<file path="config.mk">
export PLATFORM = sky130hd
export DESIGN_NAME = seg7_display_ctrl
export DESIGN_NICKNAME = d
export VERILOG_FILES = /design/src/rtl/seg7_pkg.sv /design/src/rtl/seg7_hex_decode.sv /design/src/rtl/seg7_display_ctrl.sv
export SDC_FILE = /design/constraint.sdc
export NUM_CORES = 1
export LEC_CHECK = 0
export ABC_AREA = 1
export CELL_PAD_IN_SITES_DETAIL_PLACEMENT = 2
export CELL_PAD_IN_SITES_GLOBAL_PLACEMENT = 2
export CORE_ASPECT_RATIO = 2
export CORE_MARGIN = 3
export CORE_UTILIZATION = 35
export DETAILED_ROUTE_END_ITERATION = 12
export PLACE_DENSITY = 0.86
export RECOVER_POWER = 100
export SLEW_MARGIN = 10
export SYNTH_ARGS = -nofsm -noshare
export SYNTH_HDL_FRONTEND = slang
export SYNTH_SLANG_ARGS = --single-unit
</file>
<file path="constraint.sdc">
create_clock -name clock -period 3.7 [get_ports clock]
set_clock_uncertainty 0.2 [all_clocks]
set_input_delay 0.74 -clock clock [delete_from_list [all_inputs] [get_ports clock]]
set_output_delay 0.74 -clock clock [all_outputs]
set_load 0.02 [all_outputs]
</file>
<file path="src/rtl/seg7_pkg.sv">
// Shared constants and the hex-to-segment table for the multiplexed seven-segment controller.
package seg7_pkg;

  localparam logic [1:0] SEG_ADDR_LO = 2'd0;
  localparam logic [1:0] SEG_ADDR_HI = 2'd1;
  localparam logic [1:0] SEG_ADDR_EN = 2'd2;
  localparam logic [1:0] SEG_ADDR_DP = 2'd3;

  localparam logic [7:0] DIG_BLANK = 8'hFF;
  localparam logic [7:0] Y_BLANK   = 8'hFF;

  // Active-high gfedcba pattern for one hex digit; the pins invert it.
  function automatic logic [6:0] hex7(input logic [3:0] nib);
    case (nib)
      4'h0: hex7 = 7'h3F;
      4'h1: hex7 = 7'h06;
      4'h2: hex7 = 7'h5B;
      4'h3: hex7 = 7'h4F;
      4'h4: hex7 = 7'h66;
      4'h5: hex7 = 7'h6D;
      4'h6: hex7 = 7'h7D;
      4'h7: hex7 = 7'h07;
      4'h8: hex7 = 7'h7F;
      4'h9: hex7 = 7'h6F;
      4'hA: hex7 = 7'h77;
      4'hB: hex7 = 7'h7C;
      4'hC: hex7 = 7'h39;
      4'hD: hex7 = 7'h5E;
      4'hE: hex7 = 7'h79;
      default: hex7 = 7'h71;
    endcase
  endfunction

endpackage

</file>
<file path="src/rtl/seg7_hex_decode.sv">
// Combinational nibble to active-high gfedcba segment decoder.
module seg7_hex_decode
  import seg7_pkg::*;
(
  input  logic [3:0] nib,
  output logic [6:0] segs
);

  always_comb begin
    segs = hex7(nib);
  end

endmodule

</file>
<file path="src/rtl/seg7_display_ctrl.sv">
// Memory-mapped 8-digit multiplexed seven-segment controller with active-low anode/segment pins.
// Optional digit blinking is built in when SEG_BLINK_EN is defined.
module seg7_display_ctrl
  import seg7_pkg::*;
#(
  parameter int SCAN_DIV  = 100000
`ifdef SEG_BLINK_EN
  ,
  parameter int BLINK_DIV = 64
`endif
) (
  input  logic        clock,
  input  logic        reset,
  input  logic        segwrite,
  input  logic        segcs,
  input  logic [1:0]  segaddr,
  input  logic [15:0] segwdata,
  output logic [7:0]  DIG,
  output logic [7:0]  Y
);

  localparam int PW = (SCAN_DIV > 1) ? $clog2(SCAN_DIV) : 1;

  logic [31:0]   nibbles;
  logic [7:0]    en_mask;
  logic [7:0]    dp_mask;
  logic [PW-1:0] pre_cnt;
  logic [2:0]    idx;
  logic          slot_tick;
  logic          wr_en;
  logic [3:0]    sel_nib;
  logic [6:0]    sel_segs;
  logic          lit;
  logic          blink_off;

  assign wr_en     = segcs && segwrite;
  assign slot_tick = (pre_cnt == PW'(SCAN_DIV - 1));
  assign sel_nib   = nibbles[{idx, 2'b00} +: 4];

  always_ff @(posedge clock or posedge reset) begin
    if (reset) begin
      nibbles <= '0;
      en_mask <= 8'hFF;
      dp_mask <= '0;
    end else if (wr_en) begin
      case (segaddr)
        SEG_ADDR_LO: nibbles[15:0]  <= segwdata;
        SEG_ADDR_HI: nibbles[31:16] <= segwdata;
        SEG_ADDR_EN: en_mask        <= segwdata[7:0];
        default:     dp_mask        <= segwdata[7:0];
      endcase
    end
  end

  always_ff @(posedge clock or posedge reset) begin
    if (reset) begin
      pre_cnt <= '0;
      idx     <= '0;
    end else if (slot_tick) begin
      pre_cnt <= '0;
      idx     <= idx + 3'd1;
    end else begin
      pre_cnt <= pre_cnt + PW'(1);
    end
  end

`ifdef SEG_BLINK_EN
  localparam int BW = (BLINK_DIV > 1) ? $clog2(BLINK_DIV) : 1;

  logic [7:0]    blink_mask;
  logic [BW-1:0] blink_cnt;
  logic          blink_phase;

  always_ff @(posedge clock or posedge reset) begin
    if (reset) begin
      blink_mask <= '0;
    end else if (wr_en && segaddr == SEG_ADDR_DP) begin
      blink_mask <= segwdata[15:8];
    end
  end

  // Phase flips after every BLINK_DIV slot advances; phase 1 blanks masked digits.
  always_ff @(posedge clock or posedge reset) begin
    if (reset) begin
      blink_cnt   <= '0;
      blink_phase <= 1'b0;
    end else if (slot_tick) begin
      if (blink_cnt == BW'(BLINK_DIV - 1)) begin
        blink_cnt   <= '0;
        blink_phase <= ~blink_phase;
      end else begin
        blink_cnt <= blink_cnt + BW'(1);
      end
    end
  end

  assign blink_off = blink_phase && blink_mask[idx];
`else
  assign blink_off = 1'b0;
`endif

  assign lit = en_mask[idx] && !blink_off;

  seg7_hex_decode u_hex_decode (
    .nib  (sel_nib),
    .segs (sel_segs)
  );

  // Outputs follow the current slot one cycle later so both pins change together.
  always_ff @(posedge clock or posedge reset) begin
    if (reset) begin
      DIG <= DIG_BLANK;
      Y   <= Y_BLANK;
    end else if (lit) begin
      DIG <= ~(8'b0000_0001 << idx);
      Y   <= {~dp_mask[idx], ~sel_segs};
    end else begin
      DIG <= DIG_BLANK;
      Y   <= Y_BLANK;
    end
  end

endmodule
</file>
==> metrics.txt <==
failing checks capacitance limit, slew limit; nets 580; vias in the first global route 4241; Remaining DRCs 0; first-pass GRT wire length 22700 µm; maximum vdd ir drop 0.269 mV; initial antenna violation count 0; Synth Instances 507; Mean Syn Cell Area 8.39 µm²; clk_lat worst skew 0.35 ns; top-count cell post-synth nand2_1; DRT iter0 DRCs 93; DRT Pass-1 Iters 4; worst hold-check path type reg -> reg; synth cell count leaders nand2_1, inv_1, dfrtp_1; syn nets 542; Clock Path Buffers 2; Yosys cell types 36; share of layout cells above drive strength 1 12.4%; combinational share of power 18.7%; postcts setup bufs 0; Worst setup SP type flip-flop; die area 0.0136 mm²; Avg WL per Cell 19.4 µm; clock power share 34.3%; CP endpoint kind flip-flop; Post-Route WL 13500 µm; Final Non-Filler Cells 695; final setup fails 0; Placed Instances 679; Crit Path Max Fanout 19; Area Overhead vs Synth 16.8%; final design utilization 42.2%; GRT Util Overall 21.4%; Slew Viols, Final 39; Root Driver clkbuf_16; Max Freq 0.337 GHz; synthesized flop and latch total 84; Port Buffer Count 37; largest net degree at the start of global routing 47; Post-CTS Resized 0; htree depth 3; Congestion Overflow GR 0; Ports 38; Top FF cell, synth dfrtp_1; detail-routed via count per cell 5.16; Post-synth ARST share 100%; # Max-Cap Violations 1; Post-synth EDFFs 0; initial core utilization 36.1%; via count 3587; hold_buf cts 0; n_diodes 0; GP Congestion 0.873; sequential share of the synthesized area 50.1%; Critical Path AT 3.04 ns; Antenna Nets Post-Route 0; Sw Share 30.1%; Final TNS setup 0 ns; clock slew at reported path FFs 0.06 ns; status finished with violations; largest area contributor in the netlist dfrtp_1; Crit Path Category reg -> reg; Synth Cell Area 0.00425 mm²; DP Wirelength 9690 µm; CTS buffer count 9; share of the synthesized area in the top cell type 35.3%; # fillers 1352; cell row count 56; Hold Violations, Final 0; internal power 1.68 mW; slew of the pin with the lowest slew margin 1.91 ns; P_leak 2.33 nW; relative slew slack -28.0%; TritonCTS clock tree yes; Die Y 162 µm; pre-CTS setup slack 1.12 ns; Final WS setup 0.736 ns; P_sw 723 µW; fin crit period 2.96 ns; YS warnings 0; hold_ws 0.292 ns; Area contributors post-synth dfrtp_1, dfstp_2, nand2_1; chip width 83.9 µm; Final Cycle Share 80.1%; CORE AREA 0.0118 mm²; CP required 3.78 ns; sequential fraction of design power 47.0%; RSZ-0062 raised after global routing no; Sink Count 84; Cell Pwr Density 484 mW/mm²
-- power groups by stage --
stage	logic [mW]	clock network (mW)	registers, mW
after floorplan	0.262	0	1.16
after detailed placement	0.459	0	1.15
after global placement	0.427	0	1.14
after global routing	0.511	0.876	1.15
after CTS	0.474	0.841	1.13
final	0.449	0.825	1.13
-- logic make-up after synthesis --
logic type | count (synthesis) | share of synthesized area [%]
flops | 84 | 50.1
compound gates | 75 | 9.30
simple gates | 232 | 25.4
fa+ha+maj | 13 | 3.82
xor+xnor | 8 | 1.65
buf+inv | 95 | 9.71
-- registers in the layout, summed over array words and instances, names as in the netlist --
| signal | count |
|---|---|
| DIG | 8 |
| Y | 8 |
| dp_mask | 8 |
| en_mask | 8 |
| idx | 3 |
| nibbles | 32 |
| pre_cnt | 17 |
-- critical path, stage by stage (launching register included) --
cell and delay [ns]:
dfrtp_1 0.82, clkbuf_1 0.49, o21ai_0 0.16, o21ai_0 0.52
nand2_1 0.25, nand2_4 0.22, inv_2 0.05, nor2_1 0.10
nand2_1 0.06
-- worst paths after layout --
check | from | cells past startpoint | slack, ns | endpoint
max in group asynchronous | reset | 3 | 1.16 | en_mask[1]$_DFFE_PP1P_
min in group asynchronous | reset | 2 | 1.13 | nibbles[0]$_DFFE_PP0P_
worst max register to register | idx[0]$_DFFE_PP0N_ | 8 | 0.74 | Y[1]$_DFF_PP1_
worst max-delay path | idx[0]$_DFFE_PP0N_ | 8 | 0.74 | Y[1]$_DFF_PP1_
worst min-delay path | nibbles[19]$_DFFE_PP0P_ | 2 | 0.29 | nibbles[19]$_DFFE_PP0P_
worst min register to register | nibbles[19]$_DFFE_PP0P_ | 2 | 0.29 | nibbles[19]$_DFFE_PP0P_
-- placed cells by master (no fill, tap or decap), types with 2 or more instances in the layout --
cell type / instances
nand3_2: 4
inv_1: 71
nand2_4: 4
clkbuf_1: 5
nor2_1: 36
dfstp_2: 24
inv_2: 5
xor2_1: 8
nor3_1: 3
nand3_1: 50
dfrtp_1: 60
nor2_2: 3
nand2_2: 3
o21ai_2: 2
buf_4: 2
clkinv_2: 4
dlygate4sd3_1: 19
clkdlybuf4s50_1: 18
ha_1: 13
nand2_1: 118
o21ai_0: 58
nand4_1: 5
clkbuf_16: 9
a21oi_1: 13
-- cell type report --
cell class              instances  area (µm²)  share of cell area, %
flip-flops and latches         84        2130                   42.9
inverters                      79         305                   6.14
multi-input cells             328        1670                   33.6
well taps                     145         181                   3.65
clock buffers                  11         233                   4.68
repair buffers                 43         417                   8.39
clock inverters                 5        28.8                  0.579
-- stage by stage --
| stage | area, µm² | power (mW) |
|---|---|---|
| global route | 4970 | 2.54 |
| CTS | 5020 | 2.45 |
| detailed placement | 4750 | 1.61 |
| finish | 4970 | 2.41 |
| floorplan | 4250 | 1.42 |
| global placement | 4750 | 1.56 |
-- metal layers --
| metal | routed length, µm | track usage (%) | up-vias | share of wire, % |
|---|---|---|---|---|
| li1 | - | - | 1668 | - |
| met5 | 0 | 0 | - | 0 |
| met1 | 4800 | 21.2 | 1829 | 36 |
| met4 | 488 | 9.66 | 0 | 3.6 |
| met2 | 7900 | 42.2 | 60 | 58 |
| met3 | 331 | 3.45 | 30 | 2.4 |
Power figures use the tool's default switching activity.
